===== src/rtl/gcd_avalon_driver.sv =====
// Sequences one GCD operation on an Avalon-MM GCD slave: write operands, wait for idle, start, poll, read result.
// Define GCD_DRV_CYCLES_EN to report the slave's cycle count on res_cyc; otherwise res_cyc is tied to zero.
module gcd_avalon_driver #(
  parameter int TIMEOUT = 65536
) (
  input  logic        clk,
  input  logic        reset,
  input  logic        op_valid,
  output logic        op_ready,
  input  logic [31:0] op_a,
  input  logic [31:0] op_b,
  output logic        res_valid,
  input  logic        res_ready,
  output logic [31:0] res_gcd,
  output logic [15:0] res_cyc,
  output logic        res_err,
  output logic [2:0]  m_address,
  output logic        m_chipselect,
  output logic        m_write,
  output logic        m_read,
  output logic [31:0] m_writedata,
  input  logic [31:0] m_readdata,
  output logic        busy
);

  localparam int CW = $clog2(TIMEOUT + 1);
  localparam logic [CW-1:0] POLL_LAST = CW'(TIMEOUT - 1);

  typedef enum logic [3:0] {
    IDLE, WR_A, WR_B, PRECHK, WR_GO, SETTLE, POLL, RD_R, RESP
  } state_t;

  state_t        state_reg, state_next;
  logic [31:0]   a_reg, b_reg, gcd_reg;
  logic [CW-1:0] poll_cnt_reg;
  logic          err_reg;
  logic          init_reg;
  logic          slave_ready;
  logic          polling;
  logic          timeout_hit;

  assign slave_ready = m_readdata[31];
  assign polling     = (state_reg == PRECHK) || (state_reg == POLL);
  assign timeout_hit = polling && !slave_ready && (poll_cnt_reg == POLL_LAST);

  // init_reg keeps op_ready low while reset is held and for the first edge after release
  assign op_ready  = (state_reg == IDLE) && init_reg;
  assign res_valid = (state_reg == RESP);
  assign busy      = (state_reg != IDLE);
  assign res_gcd   = gcd_reg;
  assign res_err   = err_reg;

  always_ff @(posedge clk or negedge reset) begin
    if (!reset) state_reg <= IDLE;
    else        state_reg <= state_next;
  end

  always_comb begin
    state_next = state_reg;
    case (state_reg)
      IDLE:   if (op_valid && op_ready) state_next = WR_A;
      WR_A:   state_next = WR_B;
      WR_B:   state_next = PRECHK;
      PRECHK: begin
        if (slave_ready)      state_next = WR_GO;
        else if (timeout_hit) state_next = RESP;
      end
      WR_GO:  state_next = SETTLE;
      SETTLE: state_next = POLL;
      POLL: begin
        if (slave_ready)      state_next = RD_R;
        else if (timeout_hit) state_next = RESP;
      end
      RD_R:   state_next = RESP;
      RESP:   if (res_ready) state_next = IDLE;
      default: state_next = IDLE;
    endcase
  end

  // Bus strobes depend on the state register alone so they never glitch with readdata
  always_comb begin
    m_address    = 3'd0;
    m_chipselect = 1'b0;
    m_write      = 1'b0;
    m_read       = 1'b0;
    m_writedata  = 32'd0;
    case (state_reg)
      WR_A: begin
        m_chipselect = 1'b1;
        m_write      = 1'b1;
        m_writedata  = a_reg;
      end
      WR_B: begin
        m_address    = 3'd1;
        m_chipselect = 1'b1;
        m_write      = 1'b1;
        m_writedata  = b_reg;
      end
      WR_GO: begin
        m_address    = 3'd2;
        m_chipselect = 1'b1;
        m_write      = 1'b1;
      end
      PRECHK, POLL: begin
        m_address    = 3'd3;
        m_chipselect = 1'b1;
        m_read       = 1'b1;
      end
      RD_R: begin
        m_address    = 3'd4;
        m_chipselect = 1'b1;
        m_read       = 1'b1;
      end
      default: ;
    endcase
  end

  always_ff @(posedge clk or negedge reset) begin
    if (!reset) begin
      init_reg     <= 1'b0;
      a_reg        <= 32'd0;
      b_reg        <= 32'd0;
      gcd_reg      <= 32'd0;
      err_reg      <= 1'b0;
      poll_cnt_reg <= '0;
    end else begin
      init_reg <= 1'b1;
      case (state_reg)
        IDLE: begin
          if (op_valid && op_ready) begin
            a_reg   <= op_a;
            b_reg   <= op_b;
            err_reg <= 1'b0;
          end
        end
        WR_B, WR_GO: poll_cnt_reg <= '0;
        PRECHK, POLL: begin
          if (!slave_ready) poll_cnt_reg <= poll_cnt_reg + 1'b1;
          if (timeout_hit) begin
            err_reg <= 1'b1;
            gcd_reg <= 32'd0;
          end
        end
        RD_R: gcd_reg <= m_readdata;
        default: ;
      endcase
    end
  end

`ifdef GCD_DRV_CYCLES_EN
  logic [15:0] cyc_reg;

  always_ff @(posedge clk or negedge reset) begin
    if (!reset) begin
      cyc_reg <= 16'd0;
    end else if (timeout_hit) begin
      cyc_reg <= 16'd0;
    end else if (state_reg == POLL && slave_ready) begin
      cyc_reg <= m_readdata[15:0];
    end
  end

  assign res_cyc = cyc_reg;
`else
  assign res_cyc = 16'd0;
`endif

endmodule


===== config.mk =====
export PLATFORM = sky130hd
export DESIGN_NAME = gcd_avalon_driver
export DESIGN_NICKNAME = d
export VERILOG_FILES = /design/src/rtl/gcd_avalon_driver.sv
export SDC_FILE = /design/constraint.sdc
export NUM_CORES = 1
export LEC_CHECK = 0
export BUFFER_PORTS_ARGS = -buffer_cell sky130_fd_sc_hd__buf_2
export CAP_MARGIN = 10
export CORE_ASPECT_RATIO = 1.2
export CORE_UTILIZATION = 40
export DETAILED_ROUTE_END_ITERATION = 10
export GPL_TIMING_DRIVEN = 0
export HOLD_SLACK_MARGIN = 0.05
export PLACE_DENSITY = 0.71
export SLEW_MARGIN = 20
export SYNTH_ARGS = -nofsm -noshare
export SYNTH_HDL_FRONTEND = slang
export SYNTH_SLANG_ARGS = --single-unit

===== constraint.sdc =====
create_clock -name clk -period 6.8 [get_ports clk]
set_input_delay 0.68 -clock clk [delete_from_list [all_inputs] [get_ports clk]]
set_output_delay 0.68 -clock clk [all_outputs]
set_load 0.02 [all_outputs]

==> flow_summary.ini <==
[outcome]
status = finished, final reports clean

[clock_network]
cts-root-buf = clkbuf_16
clk_pin_slew_ns = 0.06
clock_path_buffers = 2
cts.sinks = 119
ctsHoldBuffers = 0
cts_tree = done
insertion_delay_ns = 0.41
cts_made_buffers = 17
postCtsSetupBuffers = 0
ctsResizeCount = 0
ctsHtreeMaxLevel = 4

[global_routing]
grt_start_max_net_pins = 77
grtUsageTotal_pct = 19.3
grt_pass1_vias = 4354
use_met1_pct = 22.8
grt_first_pass_wirelength_um = 21000
antenna_found_initial = 0
top_usage_layer = met2
gr-usage-met3_pct = 6.80
grt_overflow = 0
met2_usage_pct = 32.6

[synthesis]
syn_avg_cell_area_um2 = 13.4
synth_edf_count = 0
synth_warnings = 0
syn_inst = 412
ys.flop_type = dfrtp_1
synth_fa_ha_area_share_pct = 0.636
yosysSeqAreaShare_pct = 54.1
synth_area_leaders = dfrtp_1 54%, mux2_4 13%, a22o_1 10%
ys_ff_latch = 119
synth_top_cell_area_share_pct = 54.1
synth-simple-area-share_pct = 7.80
synth_top_family_by_area = multiplexers
synthMuxAreaShare_pct = 16.4
netlist_area_um2 = 5510
ys_types = 49
synth_compound_area_share_pct = 14.6
synth_commonest_cells = 119 x dfrtp_1, 65 x a22o_1, 49 x mux2_4
ys_async_sr_fraction_pct = 100
synth_xor_area_share_pct = 0.773
yosys.area.top_type = dfrtp_1
synth_most_common_cell = dfrtp_1

[power]
p_leak_uw = 0.00377
p_clk_share_pct = 23.9
p_sw_share_pct = 37.0
pwr-share-seq_pct = 33.9
combinationalPowerShare_pct = 42.2
power.switching_uw = 1290
power_density_nw_per_um2 = 482
finalPower_uw = 3480
peakVddDrop_mv = 0.264
power.internal_uw = 2190

[setup_path]
crit_buf_inv = 3
r2r_cells = 10
cp.required_ns = 6.12
endpoint_kind = output pin
worst_setup_path_start_kind = register
reg2reg_slack_ns = 4.01
path_depth = 5
max_stage_delay_ns = 0.50
crit_family = buffers and inverters
crit_fanout = 10
cp_cell_sequence = buf_4 > nor4b_2 > clkbuf_1 > a22o_1 > buf_2
critical_path_class = register to output pin
crit_slowest_cell = nor4b_2
cp.arrival_ns = 2.48

[finish]
fin_area_um2 = 7230
utilization_pct = 54.4
drive_gt1_share_pct = 49.2
n_antenna_cell = 0
area_growth_syn_to_layout_pct = 31.3
final_nets = 722

[sta]
setup_slack_ns = 3.64
timing.fmax_ghz = 0.316
rsz0062_at_grt = no
slew_viol_final = 0
period_needed_ns = 3.16
final.period_utilization_pct = 46.5
fin_setup_tns_ns = 0
slew_headroom_pct = 56.7
worst_slew_pin_slew_ns = 0.645
setup_viol_count_final = 0
finClkSkew_ns = 0.00880
finalHoldViolCount = 0

[floorplan]
die_area_um2 = 14200
fp.dieH_um = 131
io_pins = 190
coreArea_um2 = 13300
std_cell_rows = 46
dieWidth_um = 109
start_util_pct = 41.4

[drt]
vias = 4142
final_antenna_net_count = 0
post_drt_wl_per_cell_um = 16.4
wl_um = 13100
drc = 0
viasPerCell = 5.18
drt_iter0_markers = 155
firstDrtPassIters = 4

[place]
place_ws_ns = 4.00
dp_hpwl_um = 9460
routabilityCongestion = 0.828
placed_area_um2 = 6670
io_buffers = 173

[hold_path]
min-delay-path-class = input port to asynchronous set/reset pin

[job]
max_cap_viol_count = 0
[layout by cell type, fill, tap and decap left out, types with 3 or more instances in the layout]
cell and instances:
nand2b_1 3, nor4_1 3, nor2b_1 3, clkbuf_1 11
clkinvlp_4 5, nor2_1 8, conb_1 17, a22o_1 65
nand4_1 6, or4_1 5, and4_1 3, nand2_1 13
or3_1 3, dfrtp_1 119, o31ai_1 6, inv_1 7
buf_4 17, buf_2 180, clkbuf_16 17, mux2_2 15
nand3_1 8, o21ai_0 5, buf_6 7, a21oi_1 13
mux2_4 49, nand3b_1 3, clkinv_2 4
[metrics by stage]
step / std cells / hold WS [ns]
global placement: 768 / 0.479
floorplan: 427 / 0.384
detailed placement: 769 / 0.480
finish: 800 / 0.189
global route: 800 / 0.216
CTS: 800 / 0.198
[logic make-up (layout without fill, tap and decap cells)]
family / after synthesis / after routing
buffers and inverters: 49 / 254
multiplexers: 64 / 64
adder cells (fa/ha/maj): 3 / 3
AND/OR/NAND/NOR: 70 / 70
XOR/XNOR: 4 / 4
other: 2 / 17
AO/OA/AOI/OAI: 101 / 101
flip-flops: 119 / 119
[power by group through the flow]
| stage | logic (uW) | clock network (uW) | registers, uW |
|---|---|---|---|
| final | 1470 | 833 | 1180 |
| after global routing | 1590 | 883 | 1210 |
| after CTS | 1480 | 850 | 1180 |
| after detailed placement | 1480 | 0 | 1180 |
| after global placement | 1440 | 0 | 1170 |
| after floorplan | 952 | 0 | 1240 |
[worst paths after layout]
path,startpoint,end
min in group clk,op_valid,res_err
worst max register to register,poll_cnt_reg[0],res_gcd[11]
worst max-delay path,state_reg[0],m_writedata[2]
worst min-delay path,reset,b_reg[13]
max in group asynchronous,reset,a_reg[29]
worst min register to register,res_gcd[20],res_gcd[20]
[per-layer routing]
metal	up-vias	routed length [um]	share of wire, %
li1	1922	-	-
met1	2055	5450	42
met2	147	6510	50
met3	18	984	7.5
met4	0	182	1.4
met5	-	0	0
[area by class of cell]
| cell class | instances | area [um^2] |
|---|---|---|
| Timing Repair Buffer | 174 | 900 |
| Tap cell | 168 | 210 |
| Clock buffer | 19 | 453 |
| Inverter | 7 | 26.3 |
| Sequential cell | 119 | 2980 |
| Multi-Input combinational cell | 259 | 2280 |
| Fill cell | 1101 | 6070 |
| Buffer | 42 | 277 |
| Clock inverter | 12 | 105 |
No activity file was read; power rests on OpenSTA's default activity.
